### src/rtl/snake_pkg.sv
// Shared snake game definitions: one-hot heading encodings, default heading,
// key bit positions and the reverse-heading helper.
package snake_pkg;

   typedef enum logic [4:0] {
      DIR_UP    = 5'b00010,
      DIR_LEFT  = 5'b00100,
      DIR_DOWN  = 5'b01000,
      DIR_RIGHT = 5'b10000
   } dir_t;

   localparam dir_t DIR_DEFAULT = DIR_RIGHT;

   // Bit positions of each button within the raw key_n bus
   localparam int KEY_RIGHT = 0;
   localparam int KEY_DOWN  = 1;
   localparam int KEY_UP    = 2;
   localparam int KEY_LEFT  = 3;

   function automatic logic is_reverse(input dir_t a, input dir_t b);
      return ((a == DIR_UP)    && (b == DIR_DOWN))  ||
             ((a == DIR_DOWN)  && (b == DIR_UP))    ||
             ((a == DIR_LEFT)  && (b == DIR_RIGHT)) ||
             ((a == DIR_RIGHT) && (b == DIR_LEFT));
   endfunction

endpackage

### src/rtl/dir_input_queue_if.sv
// Bus between the direction input queue and the game datapath:
// raw keys and game pulses in, heading and queue status out.
interface dir_input_queue_if
   import snake_pkg::*;
#(
   parameter int QUEUE_DEPTH = 4
);
   localparam int CW = $clog2(QUEUE_DEPTH) + 1;

   logic [3:0]    key_n;
   logic          move_tick;
   logic          game_start;
   dir_t          direction;
   logic [CW-1:0] q_count;
   logic          overflow;

   modport master (
      output key_n, move_tick, game_start,
      input  direction, q_count, overflow
   );

   modport slave (
      input  key_n, move_tick, game_start,
      output direction, q_count, overflow
   );
endinterface

### src/rtl/key_debounce.sv
// One push button: 2-flop synchronizer, optional debounce counter
// (SNAKE_DIR_DEBOUNCE_EN) and a single-cycle press pulse.
module key_debounce #(
   parameter int DEBOUNCE_CYCLES = 250000
) (
   input  logic clk,
   input  logic resetn,
   input  logic key_n,
   output logic press
);

   logic [1:0] sync;
   logic       pressed;
   logic       pressed_q;

   always_ff @(posedge clk or negedge resetn) begin
      if (!resetn) begin
         sync <= 2'b11;
      end else begin
         sync <= {sync[0], key_n};
      end
   end

`ifdef SNAKE_DIR_DEBOUNCE_EN
   localparam int CNT_W = $clog2(DEBOUNCE_CYCLES + 1);

   logic [CNT_W-1:0] cnt;
   logic             state;
   logic             differ;

   assign differ = (~sync[1]) != state;

   // Counts consecutive cycles that disagree with the debounced state; any
   // return to agreement restarts the count.
   always_ff @(posedge clk or negedge resetn) begin
      if (!resetn) begin
         cnt   <= '0;
         state <= 1'b0;
      end else if (!differ) begin
         cnt <= '0;
      end else if (cnt == CNT_W'(DEBOUNCE_CYCLES - 1)) begin
         cnt   <= '0;
         state <= ~state;
      end else begin
         cnt <= cnt + 1'b1;
      end
   end

   assign pressed = state;
`else
   logic unused_cfg;

   assign unused_cfg = ^DEBOUNCE_CYCLES;
   assign pressed    = ~sync[1];
`endif

   always_ff @(posedge clk or negedge resetn) begin
      if (!resetn) begin
         pressed_q <= 1'b0;
      end else begin
         pressed_q <= pressed;
      end
   end

   assign press = pressed & ~pressed_q;

endmodule

### src/rtl/dir_input_queue.sv
// Snake turn-request queue: debounced key presses are filtered against the
// latest heading and buffered until move_tick. Debounce enabled by SNAKE_DIR_DEBOUNCE_EN.
module dir_input_queue
   import snake_pkg::*;
#(
   parameter int DEBOUNCE_CYCLES = 250000,
   parameter int QUEUE_DEPTH     = 4
) (
   input logic             clk,
   input logic             resetn,
   dir_input_queue_if.slave bus
);

   localparam int            PW   = $clog2(QUEUE_DEPTH);
   localparam int            CW   = PW + 1;
   localparam logic [CW-1:0] FULL = CW'(QUEUE_DEPTH);

   logic [3:0]    press;
   logic          ev_valid;
   dir_t          ev_dir;
   dir_t          mem [QUEUE_DEPTH];
   logic [PW-1:0] rd_ptr;
   logic [PW-1:0] wr_ptr;
   logic [CW-1:0] count;
   dir_t          dir_q;
   logic          ovf_q;
   dir_t          ref_dir;
   logic          push_req;
   logic          pop;
   logic          push;
   logic          drop;

   for (genvar k = 0; k < 4; k++) begin : g_key
      key_debounce #(
         .DEBOUNCE_CYCLES(DEBOUNCE_CYCLES)
      ) u_key (
         .clk    (clk),
         .resetn (resetn),
         .key_n  (bus.key_n[k]),
         .press  (press[k])
      );
   end

   // Simultaneous presses resolve to a single event: UP > LEFT > DOWN > RIGHT
   always_comb begin
      ev_valid = |press;
      ev_dir   = DIR_RIGHT;
      if (press[KEY_UP]) begin
         ev_dir = DIR_UP;
      end else if (press[KEY_LEFT]) begin
         ev_dir = DIR_LEFT;
      end else if (press[KEY_DOWN]) begin
         ev_dir = DIR_DOWN;
      end
   end

   // New requests are judged against the newest queued heading, not the live one
   always_comb begin
      ref_dir  = (count != '0) ? mem[wr_ptr - PW'(1)] : dir_q;
      push_req = ev_valid && (ev_dir != ref_dir) && !is_reverse(ev_dir, ref_dir);
      pop      = bus.move_tick && (count != '0);
      push     = push_req && ((count != FULL) || pop);
      drop     = push_req && (count == FULL) && !pop;
   end

   always_ff @(posedge clk) begin
      if (push && !bus.game_start) begin
         mem[wr_ptr] <= ev_dir;
      end
   end

   always_ff @(posedge clk or negedge resetn) begin
      if (!resetn) begin
         rd_ptr <= '0;
         wr_ptr <= '0;
         count  <= '0;
         dir_q  <= DIR_DEFAULT;
         ovf_q  <= 1'b0;
      end else if (bus.game_start) begin
         rd_ptr <= '0;
         wr_ptr <= '0;
         count  <= '0;
         dir_q  <= DIR_DEFAULT;
         ovf_q  <= 1'b0;
      end else begin
         if (push) begin
            wr_ptr <= wr_ptr + PW'(1);
         end
         if (pop) begin
            rd_ptr <= rd_ptr + PW'(1);
            dir_q  <= mem[rd_ptr];
         end
         if (push && !pop) begin
            count <= count + 1'b1;
         end else if (pop && !push) begin
            count <= count - 1'b1;
         end
         if (drop) begin
            ovf_q <= 1'b1;
         end
      end
   end

   assign bus.direction = dir_q;
   assign bus.q_count   = count;
   assign bus.overflow  = ovf_q;

endmodule
### src/flat_wrapper.sv
// flat-port wrapper written by rule: the top's interface ports become plain ports
module dir_input_queue_flat import snake_pkg::*;
#(
   parameter int DEBOUNCE_CYCLES = 250000,
   parameter int QUEUE_DEPTH     = 4
)
  (clk, resetn, bus_key_n, bus_move_tick, bus_game_start, bus_direction, bus_q_count, bus_overflow);
  dir_input_queue_if #(.QUEUE_DEPTH(QUEUE_DEPTH)) bus_i ();
  input logic clk;
  input logic resetn;
  input wire logic [$bits(bus_i.key_n)-1:0] bus_key_n;
  input wire logic [$bits(bus_i.move_tick)-1:0] bus_move_tick;
  input wire logic [$bits(bus_i.game_start)-1:0] bus_game_start;
  output wire logic [$bits(bus_i.direction)-1:0] bus_direction;
  output wire logic [$bits(bus_i.q_count)-1:0] bus_q_count;
  output wire logic [$bits(bus_i.overflow)-1:0] bus_overflow;
  assign bus_i.key_n = bus_key_n;
  assign bus_i.move_tick = bus_move_tick;
  assign bus_i.game_start = bus_game_start;
  assign bus_direction = bus_i.direction;
  assign bus_q_count = bus_i.q_count;
  assign bus_overflow = bus_i.overflow;
  dir_input_queue #(.DEBOUNCE_CYCLES(DEBOUNCE_CYCLES), .QUEUE_DEPTH(QUEUE_DEPTH)) u_core (.clk(clk), .resetn(resetn), .bus(bus_i));
endmodule
### config.mk
export PLATFORM = sky130hd
export DESIGN_NAME = dir_input_queue_flat
export DESIGN_NICKNAME = d
export VERILOG_FILES = /design/src/rtl/snake_pkg.sv /design/src/rtl/dir_input_queue_if.sv /design/src/rtl/key_debounce.sv /design/src/rtl/dir_input_queue.sv /design/src/flat_wrapper.sv
export SDC_FILE = /design/constraint.sdc
export NUM_CORES = 1
export LEC_CHECK = 0
export CAP_MARGIN = 5
export CORE_MARGIN = 3
export CORE_UTILIZATION = 35
export DETAILED_ROUTE_END_ITERATION = 6
export PLACE_DENSITY_LB_ADDON = 0.2
export SYNTH_ARGS = -nofsm -noshare
export SYNTH_HDL_FRONTEND = slang
export SYNTH_SLANG_ARGS = --single-unit
### constraint.sdc
create_clock -name clk -period 5.2 [get_ports clk]
set_clock_uncertainty 0.2 [all_clocks]
set_input_delay 0.52 -clock clk [delete_from_list [all_inputs] [get_ports clk]]
set_output_delay 0.52 -clock clk [all_outputs]
set_load 0.01 [all_outputs]
==> results.ini, run 1 <==
[global_routing]
grt_max_degree=25
grt_pass1_wl_um=6480
gr-usage-all-layers_pct=13.2
grt_pass1_vias=1343
grt-ovfl-total=0
antenna_found_initial=0

[timing]
rsz0062_at_grt=no
hold_viol=0
layout_min_cycle_time_ns=3.97
worst_pin_slew_ns=1.08
setup_tns_ns=0
slew_viol_final=0
timing.final.crit_share_pct=76.3
setup_viol=0
slew_headroom_pct=27.6
fmax_ghz=0.252

[finish]
insertedDiodeCount=0
final_nets=185
fillers=498
area_growth_pct=15.7
multi_input_area_sq_um=783
register_area_sq_um=1090
fin_cells=243
drive_gt1_share_pct=17.9

[cts]
ctsHoldBuffers=0
ctsResizeCount=0
h-tree-depth=2
cts.reportedPaths.clkPinSlew_ns=0.08
cts_buffers=5
clockBufferDepth=2
clock-sinks=40
post-cts-setup-buffers=0
cts_tree=done
cts-root-buf=clkbuf_8
clk_latency_ns=0.30

[worst_setup_path]
cp_common_cell=nor2_1
critical_path_class=reg2reg
slowest_stage=dfrtp_1
crit_family=simple AND/OR/NAND/NOR gates
cp_slowest_stage_delay_ns=0.57
cp_num_buf_inv=1
critPathMaxFanout=9
reg2reg_depth=13
cp.depth=13
crit_required_ns=5.17
r2r-start=u_core.wr_ptr[0]$_DFFE_PN0P_
worst_ep_arrival_time_ns=3.93
cp-end-kind=flop
r2r_slack_ns=1.23
crit_chain=inv_1, ha_1, mux4_2, mux2i_1, o31ai_1, o221ai_2, nand4_1, nor2_1, fa_1, nor2_1, or2_2, a211oi_1, nor3_1
rr_endpoint=u_core.bus.q_count[2]$_DFFE_PN0P_
start_kind=flop

[floorplan]
fp.dieW_um=80.8
start_util_pct=37.2
core-area_sq_um=5270
die_area_sq_um=6540
rows=26
io_pins=17
die_y_um=80.8

[synthesis]
yosysTopAreaCell=edfxtp_1
synth_top_area_share_pct=24.5
async_flop_share_pct=60.0
synth.distinct_cells=39
synth.avg_cell_area_sq_um=12.5
synth_fp_nets=170
yosys_warnings=0
ys_ff_latch=40
syn_inst=157
ys_seq_area_share_pct=55.7
synthTopCellsByCount=17 x nor2_1, 16 x edfxtp_1, 15 x dfrtp_1, 12 x inv_1, 12 x nand2_1
synth.area.top_cells=edfxtp_1 25%, dfrtp_1 19%, dfstp_2 12%, mux4_2 9.2%, nor2_1 3.3%
yosys.cell_count.top_type=nor2_1
synth_flop_cell=edfxtp_1
syn_area_sq_um=1960
synth-edff-count=16

[route]
vias=1244
first_pass_iters=4
vias_per_cell=5.12
drt_wl_total_um=3730
ant_nets=0
drtIter0Drc=78
drc_errors=0
wl_per_cell_um=15.4

[min_path]
hold_depth=0
hp-start=u_core.g_key[2].u_key.sync[0]$_DFF_PN1_
worstHoldEndpoint=u_core.g_key[2].u_key.sync[1]$_DFF_PN1_
hold_path.class=reg2reg

[power_and_ir_drop]
power_density_nw_per_um2=530
vdd_drop_max_mv=0.183
leakage_nw=0.896

[placed_design]
dpl.cell_count=235
port_buffers=15
gp_congestion=0.885
dp_hpwl_um=2870

[run]
max_cap_violations=0

[run_status]
outcome=finished clean

[sequential cells by signal, summed over array words and instances (netlist names)]
register / count
u_core.bus.direction: 4
u_core.mem: 16
u_core.g_key.u_key.sync: 8
u_core.wr_ptr: 2
u_core.bus.overflow: 1
u_core.rd_ptr: 2
u_core.g_key.u_key.pressed_q: 4
u_core.bus.q_count: 3
[worst reg2reg max path: stages (launching register included)]
cell and delay (ns):
dfrtp_1 0.57, inv_1 0.17, ha_1 0.49, mux4_2 0.35, mux2i_1 0.38, o31ai_1 0.16
o221ai_2 0.23, nand4_1 0.25, nor2_1 0.19, fa_1 0.26, nor2_1 0.07, or2_2 0.27
a211oi_1 0.20, nor3_1 0.08
[worst max-delay path by stage]
| stage | from | slack [ns] | endpoint |
|---|---|---|---|
| final | u_core.wr_ptr[0]$_DFFE_PN0P_ | 1.23 | u_core.bus.q_count[2]$_DFFE_PN0P_ |
| after global routing | u_core.wr_ptr[0]$_DFFE_PN0P_ | 0.87 | u_core.bus.q_count[2]$_DFFE_PN0P_ |
| after CTS | u_core.wr_ptr[0]$_DFFE_PN0P_ | 1.25 | u_core.bus.q_count[2]$_DFFE_PN0P_ |
| after detailed placement | u_core.wr_ptr[0]$_DFFE_PN0P_ | 1.26 | u_core.bus.q_count[2]$_DFFE_PN0P_ |
| after global placement | u_core.wr_ptr[0]$_DFFE_PN0P_ | 1.39 | u_core.bus.q_count[2]$_DFFE_PN0P_ |
| after floorplan | u_core.wr_ptr[0]$_DFFE_PN0P_ | 1.63 | u_core.bus.q_count[2]$_DFFE_PN0P_ |
[routing by layer]
metal  global-route usage [%]  vias to the layer above  share of wire, %
li1                         -                      572                 -
met1                     16.4                      631                43
met2                     21.8                       34                50
met3                     3.33                        7               4.6
met4                     5.74                        0               1.8
met5                        0                        -                 0
[cell usage in the layout, fill, tap and decap left out, drive strengths merged, types with 4 or more instances in the layout]
cell           netlist  routed
nor2                17      17
edfxtp              16      16
clkdlybuf4s50        0      15
dfrtp               15      15
inv                 12      13
nand2               12      12
dfstp                9       9
mux4                 8       8
and2                 5       5
mux2i                5       5
xnor2                5       5
clkbuf               3       5
or3                  4       4
a21oi                4       4
ha                   4       4
[final cells by class]
| type | count | share of cell area, % |
|---|---|---|
| clock buffer | 5 | 3.03 |
| tap | 70 | 3.86 |
| timing repair buffer | 15 | 6.62 |
| sequential | 40 | 48.2 |
| inverter | 12 | 1.99 |
| clock inverter | 3 | 1.82 |
| multi-input combinational | 98 | 34.5 |
[metrics by stage]
stage / setup slack (ns) / total power (W) / util (%) / hold slack, ns / instance area, sq um
global route: 0.865 / 0.00129 / 43.0 / 0.161 / 2270
CTS: 1.25 / 0.00121 / 43.0 / 0.159 / 2270
global placement: 1.39 / 0.000951 / 41.0 / 0.146 / 2160
finish: 1.23 / 0.00120 / 43.0 / 0.158 / 2270
floorplan: 1.63 / 0.000835 / - / 0.0244 / 1960
detailed placement: 1.26 / 0.000958 / 41.0 / 0.147 / 2160
[where the power goes]
group,switching [W],internal [W],leakage [nW]
logic,0.000255,0.000246,0.401
clock network,0.000111,0.000142,0.0585
registers,0.0000568,0.000390,0.437
[kinds of logic after synthesis]
logic type	count (synthesis)	synth area share, %
simple gates	54	14.0
flops	40	55.7
buf+inv	19	4.34
mux	16	13.7
compound gates	15	5.36
xor+xnor	7	3.13
fa+ha+maj	5	3.57
other cells	1	0.191
Power figures use the tool's default switching activity.
==> run 2, diff against run 1 <==
==> constraint.sdc (replaced) <==
create_clock -name clk -period 4.1 [get_ports clk]
set_clock_uncertainty 0.2 [all_clocks]
set_input_delay 0.41 -clock clk [delete_from_list [all_inputs] [get_ports clk]]
set_output_delay 0.41 -clock clk [all_outputs]
set_load 0.01 [all_outputs]
==> run 2 against run 1 <==
Net effect: sequential power is 24% higher; non-clock buffer count increased by 1; global-route usage grew 0.10 points; worst setup slack lost 0.85 ns; critical path depth unchanged; count of clock-buffer cells in the layout did not move; sequential share of layout area fell by 0.24 points; worst hold slack better by 0.00077 ns; wire length is 0.35% higher; first-iteration DRC count shrank 26%; design area increased by 0.50%; critical path type unchanged.
==> results.ini, run 2 (synthesis gave the netlist of run 1 again) <==
[finish]
fillers=508  ; +2.0%
final_nets=186  ; +0.54%
top_register=u_core.mem
layout_commonest_cell=nor2_1
register_area_sq_um=1090  ; unchanged
area_growth_pct=16.3
fin_cells=244  ; +0.41%
largest_reg_flops=16  ; unchanged
drive_gt1_share_pct=18.4  ; +0.47 points
insertedDiodeCount=0  ; unchanged
multi_input_area_sq_um=783  ; unchanged
final_cell_mix=17 x nor2_1, 16 x edfxtp_1, 15 x clkdlybuf4s50_1, 15 x dfrtp_1
top_regs=u_core.mem x16, u_core.g_key.u_key.sync x8

[timing]
slew_headroom_pct=27.7  ; +0.053 points
timing.final.crit_share_pct=90.6  ; +14 points
layout_min_cycle_time_ns=3.71  ; -0.253 ns
hold_viol=0  ; unchanged
slew_viol_final=0  ; unchanged
setup_viol=0  ; unchanged
fmax_ghz=0.269  ; +6.8%
worst_pin_slew_ns=1.08  ; -0.000795 ns
rsz0062_at_grt=no
setup_tns_ns=0  ; unchanged

[global_routing]
grt_max_degree=25  ; unchanged
gr-usage-all-layers_pct=13.3  ; +0.10 points
antenna_found_initial=0  ; unchanged
grt-ovfl-total=0  ; unchanged
grt_pass1_wl_um=6400  ; -1.2%
grt_pass1_vias=1279  ; -4.8%

[power_and_ir_drop]
leakage_nw=0.902  ; +0.64%
power_density_nw_per_um2=675  ; +27%
vdd_drop_max_mv=0.298  ; +62%

[worst_setup_path]
start_kind=flop
r2r-start=u_core.wr_ptr[1]$_DFFE_PN0P_
critical_path_class=reg2reg
cp-end-kind=flop
worst_ep_arrival_time_ns=3.68  ; -0.25 ns
reg2reg_depth=13  ; unchanged
cp_common_cell=nor2_1
r2r_slack_ns=0.39  ; -0.85 ns
cp.depth=13  ; unchanged
rr_endpoint=u_core.bus.q_count[2]$_DFFE_PN0P_
critPathMaxFanout=9  ; unchanged
crit_chain=inv_1, ha_1, mux4_2, mux2i_1, o31ai_1, o221ai_2, nand4_1, nor2_1, fa_1, nor2_1, or2_2, a211oi_1, nor3_1
cp_slowest_stage_delay_ns=0.46  ; -0.11 ns
slowest_stage=ha_1
startpoint=u_core.wr_ptr[1]$_DFFE_PN0P_
cp-endpoint=u_core.bus.q_count[2]$_DFFE_PN0P_
crit_required_ns=4.07  ; -1.10 ns
cp_num_buf_inv=1  ; unchanged
crit_family=simple AND/OR/NAND/NOR gates

[route]
ant_nets=0  ; unchanged
drtIter0Drc=58  ; -26%
vias=1215  ; -2.3%
drt_wl_total_um=3750  ; +0.35%
wl_per_cell_um=15.3  ; about the same
vias_per_cell=4.98  ; -2.7%
first_pass_iters=4  ; unchanged
drc_errors=0  ; unchanged

[cts]
h-tree-depth=2  ; unchanged
cts.reportedPaths.clkPinSlew_ns=0.09  ; about the same
cts_buffers=5  ; unchanged
clockBufferDepth=2  ; unchanged
cts-root-buf=clkbuf_8
clk_latency_ns=0.30  ; about the same
ctsResizeCount=0  ; unchanged
clock-sinks=40  ; unchanged
post-cts-setup-buffers=0  ; unchanged
cts_tree=done
ctsHoldBuffers=0  ; unchanged

[placed_design]
dp_hpwl_um=2840  ; -0.92%
gp_congestion=0.792  ; -10%
port_buffers=15  ; unchanged
dpl.cell_count=236  ; +0.43%

[floorplan]
fp.dieW_um=80.8  ; unchanged
die_area_sq_um=6540  ; unchanged
rows=26  ; unchanged
io_pins=17  ; unchanged
core-area_sq_um=5270  ; unchanged
die_y_um=80.8  ; unchanged
start_util_pct=37.2  ; unchanged

[run_status]
outcome=finished clean

[min_path]
hold_path.class=reg2reg

[run]
max_cap_violations=0  ; unchanged

run 2: cell types whose count changed in the layout (fill, tap and decap cells not counted), sizes merged:
cell | previous run | this run
inv | 13 | 14
buf | 0 | 1
clkinv | 1 | 0
run 2: how the worst min path moves through the flow:
stage | cells after the start | slack (ns) | to | start
after global placement | 0 | 0.15 | u_core.g_key[1].u_key.sync[1]$_DFF_PN1_ | u_core.g_key[1].u_key.sync[0]$_DFF_PN1_
after floorplan | 0 | -0.09 | u_core.bus.direction[1]$_DFFE_PN0P_ | resetn
final | 0 | 0.16 | u_core.g_key[2].u_key.sync[1]$_DFF_PN1_ | u_core.g_key[2].u_key.sync[0]$_DFF_PN1_
after global routing | 0 | 0.17 | u_core.g_key[0].u_key.sync[1]$_DFF_PN1_ | u_core.g_key[0].u_key.sync[0]$_DFF_PN1_
after CTS | 0 | 0.16 | u_core.g_key[1].u_key.sync[1]$_DFF_PN1_ | u_core.g_key[1].u_key.sync[0]$_DFF_PN1_
after detailed placement | 0 | 0.15 | u_core.g_key[1].u_key.sync[1]$_DFF_PN1_ | u_core.g_key[1].u_key.sync[0]$_DFF_PN1_
run 2: final cells by class:
class	count	area share [%]
multi-input combinational	98	34.4
tap	70	3.84
inverter	12	1.98
clock inverter	3	1.98
clock buffer	5	3.02
timing repair buffer	16	6.92
sequential	40	47.9
run 2: power by group:
group | switching (W) | internal [W]
sequential | 0.0000603 | 0.000495
combinational | 0.000335 | 0.000320
clock | 0.000144 | 0.000184
run 2: metrics by stage:
step                      total power, W  hold WS, ns  worst slack [ns]  util, %  instance area, sq um
after global routing             0.00165        0.168             0.108     43.3                  2280
final                            0.00154        0.159             0.386     43.3                  2280
after CTS                        0.00155        0.160             0.421     43.3                  2280
after floorplan                  0.00106      -0.0856             0.525        -                  1960
after detailed placement         0.00122        0.148             0.452     41.1                  2170
after global placement           0.00120        0.148             0.556     41.1                  2170
run 2: routing by layer:
layer	share of wire, %	global-route usage [%]	vias up	wire length, um
met5	0	0	-	0
met4	2.9	6.93	0	108
met3	5.4	4.32	10	202
met2	49	22.0	30	1830
met1	43	15.5	601	1610
li1	-	-	574	-
